`src/rtl/pwm_generator_3phase.sv`:
```
// Three-phase edge-aligned PWM generator with one shared period counter and
// double-buffered period/duty values that reload only at a period boundary.
module pwm_generator_3phase #(
  parameter int CNT_WIDTH = 16
) (
  input  logic                 clk,
  input  logic                 reset,
  input  logic                 enable,
  input  logic [CNT_WIDTH-1:0] pwm_period,
  input  logic [CNT_WIDTH-1:0] duty_a,
  input  logic [CNT_WIDTH-1:0] duty_b,
  input  logic [CNT_WIDTH-1:0] duty_c,
  output logic                 pwm_a,
  output logic                 pwm_b,
  output logic                 pwm_c,
  output logic                 period_tick
);

  localparam logic [CNT_WIDTH-1:0] CNT_ONE = CNT_WIDTH'(1);

  logic [CNT_WIDTH-1:0] cnt;
  logic [CNT_WIDTH-1:0] per_sh;
  logic [CNT_WIDTH-1:0] duty_sh_a;
  logic [CNT_WIDTH-1:0] duty_sh_b;
  logic [CNT_WIDTH-1:0] duty_sh_c;
  logic                 active;
  logic                 reload;

  // A zero period short-circuits the terminal-count term, so the underflow of
  // per_sh - 1 is never used.
  assign active = enable & ~reset & (per_sh != '0);
  assign reload = reset | ~enable | (per_sh == '0) | (cnt == per_sh - CNT_ONE);

  // NOTE: all state is updated with non-blocking assignments so every compare
  // below sees the pre-edge cnt and shadows, giving the one-cycle output lag.
  always_ff @(posedge clk) begin
    if (reload) begin
      cnt       <= '0;
      per_sh    <= pwm_period;
      duty_sh_a <= duty_a;
      duty_sh_b <= duty_b;
      duty_sh_c <= duty_c;
    end else begin
      cnt       <= cnt + CNT_ONE;
    end

    // reset is folded into active, so outputs clear on the reset edge itself.
    pwm_a       <= active & (cnt < duty_sh_a);
    pwm_b       <= active & (cnt < duty_sh_b);
    pwm_c       <= active & (cnt < duty_sh_c);
    period_tick <= active & (cnt == '0);
  end

endmodule

```
`config.mk`:
```
export PLATFORM = sky130hd
export DESIGN_NAME = pwm_generator_3phase
export DESIGN_NICKNAME = d
export VERILOG_FILES = /design/src/rtl/pwm_generator_3phase.sv
export SDC_FILE = /design/constraint.sdc
export NUM_CORES = 1
export LEC_CHECK = 0
export CELL_PAD_IN_SITES_DETAIL_PLACEMENT = 1
export CELL_PAD_IN_SITES_GLOBAL_PLACEMENT = 1
export CORE_MARGIN = 3
export CORE_UTILIZATION = 30
export CTS_CLUSTER_SIZE = 12
export DETAILED_ROUTE_END_ITERATION = 10
export GPL_TIMING_DRIVEN = 0
export PLACE_DENSITY_LB_ADDON = 0.3
export SKIP_LAST_GASP = 1
export SLEW_MARGIN = 20
export SYNTH_ARGS = -nofsm -noshare
export SYNTH_HDL_FRONTEND = slang
export SYNTH_SLANG_ARGS = --single-unit
```
`constraint.sdc`:
```
create_clock -name clk -period 4.9 [get_ports clk]
set_input_delay 1.47 -clock clk [delete_from_list [all_inputs] [get_ports clk]]
set_output_delay 1.47 -clock clk [all_outputs]
set_load 0.03 [all_outputs]
```
## Yosys cells after proc, flatten, opt, wreduce, memory -nomap -nowiden

Index checks and enable logic that the tools add are counted.

- Input port bits: 67
- Memories: 0
- Memory bits (read-only): 0
- Bits in registers: 84
- Output and inout bits: 4
- Bits in writable memories: 0
- Latch bits: 0
- Logic and storage cells: 29

- Bitwise operators: 11
- Shift-type cells: 0
- Div/mod/pow operators: 0
- Order comparisons: 3
- $mul: 0
- Reductions and logical operators: 3
- Mux-type cells: 0
- Eq/ne operators: 1
- Add/sub/neg operators: 2

Operators by type and width:

| kind | count |
|---|---|
| $lt 16x16->1 | 3 |
| $logic_not 16->1 | 2 |
| $add 16x1->16 const B | 1 |
| $eq 16x16->1 | 1 |
| $reduce_bool 16->1 | 1 |
| $sub 16x1->16 const B | 1 |
| $and 1x1->1 | 6 |
| $or 1x1->1 | 3 |
| $not 1->1 | 2 |

## Longest topological paths before layout

- Depth in word-level cells: 4
- Gate-level depth with buffers: 10
- Mapped depth without buffers: 8

## Least setup slack after synthesis

OpenSTA, ideal clock, no wires.

- Path type: flip-flop to flip-flop
- Start: register per_sh[0]
- End: register duty_sh_a[0] (enable)
- Data arrival time: 3.353 ns
- Period minus slack after synthesis: 3.747 ns
- Stages on the path, launching flop included: 10
- Slack: 1.153 ns
- Required time: 4.506 ns
- Cell sequence: edfxtp_1 > inv_1 > ha_1 > or3b_1 > clkbuf_2 > or4_1 > a221oi_1 > nand4b_1 > nor4_4 > or2_2

- Word-level cells in the longest chain between the ends: 3
- Elaborated cells on any way between the ends: 5
- Classes of those cells: add/sub: 1; eq/ne: 1; bitwise: 2; reduce/logical: 1

RTL lines:

| what | line | RTL |
|---|---|---|
| start, declared | 22 | `logic [CNT_WIDTH-1:0] per_sh;` |
| start signal, assigned | 39 | `per_sh <= pwm_period;` |
| $sub 16x1->16 / $logic_not 16->1 (equally long branches) | 32 | `assign reload = reset \| ~enable \| (per_sh == '0) \| (cnt == per_sh - CNT_ONE);` |
| $eq 16x16->1 / $or 1x1->1 (equally long branches) | 32 |  |
| $or 1x1->1 * | 32 |  |
| named net reload | 27 | `logic reload;` |
| end signal, assigned | 40 | `duty_sh_a <= duty_a;` |
| end, declared | 23 | `logic [CNT_WIDTH-1:0] duty_sh_a;` |

Mark *: on every way through the listed nets, which the timed path passes. The rest lies on a longest branch.
A chain may end at the register's enable or synchronous reset.

## Final worst setup path

- Start: register per_sh[0]
- End: register duty_sh_c[13] (enable)

- Word-level cells in the longest chain between the ends: 3
- Elaborated cells on any way between the ends: 5
- Classes of those cells: add/sub: 1; eq/ne: 1; bitwise: 2; reduce/logical: 1

RTL lines:

| what | line | RTL |
|---|---|---|
| $sub 16x1->16 / $logic_not 16->1 (equally long branches) | 32 |  |
| $eq 16x16->1 / $or 1x1->1 (equally long branches) | 32 |  |
| $or 1x1->1 * | 32 |  |
| named net reload | 27 |  |
| end signal, assigned | 42 | `duty_sh_c <= duty_c;` |
| end, declared | 25 | `logic [CNT_WIDTH-1:0] duty_sh_c;` |

Marked as above.

==> results <==
- In the synthesized netlist the dominant register cell turns out to be sky130_fd_sc_hd__edfxtp_1.
- Counting the buffers created by CTS gives 9.
- Synthesis instantiated 49 different standard cells from the library.
- The share of total power dissipated in sequential elements is 49.2%.
- The effective utilization at floorplan is 30.9%.
- The part of the Yosys area used for sequential elements is 51.3%.
- The post-route cell area is 5790 um^2.
- The combined flip-flop and latch cell area is 2320 um^2.
- The number of iterations in the first detailed-routing pass is 4.
- In this run the deepest clock path goes through 2 buffers.
- Summing all multi-input logic gate instances after layout gives 1950 um^2.
- The H-tree was split into 3 levels.
- The maximum ir drop on the vdd rail is 0.000162 V.
- For this run, the top clock speed supported by timing is 0.254 GHz.
- The worst setup path is captured at a register.
- After technology mapping, the gate count stands at 388.
- After the last flow step, the layout net total stands at 585.
- For the pin with the worst max-slew slack, the measured transition is 704 ps.
- The area of the mapped netlist is 4530 um^2.
- The most common library cell in the layout ignoring fill and taps is sky130_fd_sc_hd__clkdlybuf4s50_1.
- The post-route clock period utilization is 80.3%.
- By area the synthesized netlist is led by sky130_fd_sc_hd__edfxtp_1, sky130_fd_sc_hd__ha_1, sky130_fd_sc_hd__dfxtp_1.
- Cells with a size suffix above 1 make up 7.16% of the layout.
- Detailed placement finished with a half-perimeter wire length of 8220 um.
- In this run the count of I/O pins placed on the die edge is 71.
- The cell leakage power is 2.43 nW.
- Headroom to the max-slew limit came out at 52.7%.
- Of the total power, the share spent switching nets is 22.2%.
- 0 antenna diodes ended up in the layout.
- The total count of hold-check failures in the final report came to 0.
- The placed standard-cell area is 5480 um^2.
- Leaving out fill and tap cells, the most frequent cells in the layout are sky130_fd_sc_hd__clkdlybuf4s50_1, sky130_fd_sc_hd__edfxtp_1, sky130_fd_sc_hd__inv_1, sky130_fd_sc_hd__ha_1, sky130_fd_sc_hd__xnor2_1.
- For the final database, setup skew stands at 7.11 ps.
- After clock tree synthesis, the repair step resized 0 gates.
- The total vias in the final route is 3239.
- In this run the tool buffered the top-level ports with 70 buffer cells.
- The post-cts hold buffer count is 0.
- The net switching power is 0.000375 W.
- The clock latency at the later pin of the worst-skew pair is 350 ps.
- The detailed-route DRC error count is 0.
- The number of antenna violations at the first check in global routing is 0.
- The sum of negative setup slack is 0 ps.
- The type of the tightest min-delay check is reg -> reg.
- The max-slew violation total from the final report was 0.
- The top cell type by area accounts for 42.4% of the synthesized area.
- The total congestion overflow after global routing is 0.
- The first global-routing pass estimated 17900 um of wire.
- The floorplan has 44 rows.
- The clock transition at the registers of the reported paths is 60 ps.
- The number of global-route vias before repair came to 3543.
- Fill cells in the final layout number 1581.
- The final antenna-violating net count is 0.
- The maximum fanout along the worst path is 35.
- From synthesis to final layout, the design area changed by 27.8%.
- Setup repair after global routing left no endpoint under its margin.
- For this run, the number of Yosys warnings is 0.
- For this block, the initial DRC count from the detailed router was 161.
- In this run, synthesis inferred 64 flip-flops with an integrated enable.
- The flow ran to the end, and the final reports show no timing, DRC or antenna violations.
- The vertical die dimension is 129 um.
- The data arrival time at the worst-slack endpoint is 3980 ps.
- Per report_power, the clock group accounts for 40.9% of the total.
- Combinational logic is responsible for 9.9% of the overall power.
- The die covers 16600 um^2.
- The pin count of the biggest net entering global routing is 36.
- For this design the ratio of total power to cell area is 291 nW/um^2.
- The critical path is of the reg -> reg type.
- The net count after synthesis is 503.
- The max-capacitance violation count is 0.
- The count of clock tree sinks is 84.
- STA puts the critical path data required time at 4940 ps.
- Counting flops and latches in the post-synthesis netlist gives 84.
- Dividing the detail-routed via count by the number of cells gives 4.92.
- Measured along the x axis, the die boundary spans 129 um.
- The library cell with the largest summed area after synthesis is sky130_fd_sc_hd__edfxtp_1.
- The total area inside the core boundary comes to 14600 um^2.
- The tree is rooted in a sky130_fd_sc_hd__clkbuf_16.
- Wires add up to 10900 um.
- Counting flops with an async set or reset pin after synthesis yields a share of 0%.
- The average wire length per cell after detail routing is 16.5 um.
- The last weighted congestion value of the routability-driven placer is 0.787.
- The kind of launch point of the worst setup path is a register.
- After clock tree synthesis, the setup repair step added 0 buffers.
- The internal portion of the total power is 0.00131 W.
- The routed design could run at a clock period as short as 3930 ps.
- Setup violations remaining at the end of the flow were counted as 0.
- The clock tree from TritonCTS is yes.
- The global-route usage over all layers is 13.9%.
- The per-instance average area after synthesis is 11.7 um^2.
[sequential cells by signal, indices dropped and copies added (netlist names)]
name / flops
duty_sh_b: 16
pwm_a: 1
cnt: 16
duty_sh_c: 16
per_sh: 16
period_tick: 1
duty_sh_a: 16
pwm_b: 1
pwm_c: 1
[per-stage QoR]
step	worst slack [ps]	utilization [%]	hold WS, ps	total power [W]	std cells
after detailed placement	907	37.4	666	0.00101	643
after floorplan	1150	-	594	0.000923	388
after global placement	503	37.3	666	0.00101	642
after CTS	912	39.5	680	0.00171	659
after global routing	702	39.5	709	0.00177	659
final	965	39.5	672	0.00169	659
[worst max-delay path, stage by stage (launching register included)]
cell and delay [ps]:
sky130_fd_sc_hd__edfxtp_1 460, sky130_fd_sc_hd__inv_1 90, sky130_fd_sc_hd__ha_1 230, sky130_fd_sc_hd__or3b_1 350, sky130_fd_sc_hd__clkbuf_2 170, sky130_fd_sc_hd__or4_1 520
sky130_fd_sc_hd__a221oi_1 330, sky130_fd_sc_hd__nand4b_1 210, sky130_fd_sc_hd__nor4_4 450, sky130_fd_sc_hd__or2_4 510, sky130_fd_sc_hd__buf_12 280
[cell type report]
type | instances | share of cell area, %
buffer | 12 | 1.12
clock buffer | 11 | 4.19
clock inverter | 5 | 1.06
inverter | 53 | 3.44
multi-input combinational | 239 | 33.6
sequential | 84 | 40.1
tap | 184 | 3.98
timing repair buffer | 71 | 12.5
[power by group through the flow]
| stage | Sequential (W) | Clock [W] | Combinational [W] |
|---|---|---|---|
| floorplan | 0.000842 | 0 | 0.0000809 |
| global placement | 0.000846 | 0 | 0.000159 |
| detailed placement | 0.000845 | 0 | 0.000170 |
| CTS | 0.000830 | 0.000712 | 0.000171 |
| global route | 0.000834 | 0.000745 | 0.000186 |
| finish | 0.000829 | 0.000690 | 0.000167 |
[cell usage after synthesis (2+ instances only)]
cell type / n
sky130_fd_sc_hd__nor3_2: 3
sky130_fd_sc_hd__nand3_1: 6
sky130_fd_sc_hd__nand2_1: 6
sky130_fd_sc_hd__nand4b_1: 2
sky130_fd_sc_hd__a211o_1: 6
sky130_fd_sc_hd__or2_2: 3
sky130_fd_sc_hd__or4_1: 3
sky130_fd_sc_hd__buf_6: 2
sky130_fd_sc_hd__o21a_1: 3
sky130_fd_sc_hd__and3_1: 3
sky130_fd_sc_hd__o211ai_1: 6
sky130_fd_sc_hd__a2111oi_0: 2
sky130_fd_sc_hd__clkbuf_1: 6
sky130_fd_sc_hd__buf_2: 3
sky130_fd_sc_hd__dfxtp_1: 20
sky130_fd_sc_hd__a21oi_1: 9
sky130_fd_sc_hd__a31oi_1: 2
sky130_fd_sc_hd__a21o_1: 12
sky130_fd_sc_hd__ha_1: 48
sky130_fd_sc_hd__nor3_1: 19
sky130_fd_sc_hd__nand4_1: 12
sky130_fd_sc_hd__nor4b_1: 2
sky130_fd_sc_hd__a211oi_1: 3
sky130_fd_sc_hd__nor4_1: 8
sky130_fd_sc_hd__nor3b_1: 3
sky130_fd_sc_hd__a32oi_1: 2
sky130_fd_sc_hd__or3_1: 3
sky130_fd_sc_hd__edfxtp_1: 64
sky130_fd_sc_hd__inv_1: 53
sky130_fd_sc_hd__nor2_1: 12
sky130_fd_sc_hd__o21ai_0: 10
sky130_fd_sc_hd__o31ai_1: 2
sky130_fd_sc_hd__and4_1: 2
sky130_fd_sc_hd__nor2b_1: 3
sky130_fd_sc_hd__xor2_1: 9
sky130_fd_sc_hd__nand2b_1: 3
sky130_fd_sc_hd__xnor2_1: 21
[path summary, 6_finish.rpt]
path / from / endpoint / slack (ps) / cells after the start
max: per_sh[0] / duty_sh_c[13] / 970 / 10
min: duty_sh_a[15] / pwm_a / 670 / 3
max reg2reg: per_sh[0] / duty_sh_c[13] / 970 / 10
min reg2reg: duty_sh_a[15] / pwm_a / 670 / 3
[metal layers]
| metal | global-route usage (%) | share of wire, % |
|---|---|---|
| met3 | 3.82 | 3.9 |
| met5 | 0 | 0 |
| met4 | 4.69 | 1.9 |
| met2 | 23.6 | 49 |
| met1 | 17.0 | 45 |
[cells by family after synthesis]
| logic type | Yosys count | share of synthesized area, % |
|---|---|---|
| flip-flops | 84 | 51.3 |
| adder cells (fa/ha/maj) | 48 | 13.3 |
| AO/OA/AOI/OAI | 62 | 10.0 |
| buffers and inverters | 65 | 5.83 |
| XOR/XNOR | 31 | 6.38 |
| multiplexers | 1 | 0.249 |
| AND/OR/NAND/NOR | 97 | 13.0 |
Power figures use the tool's default switching activity.
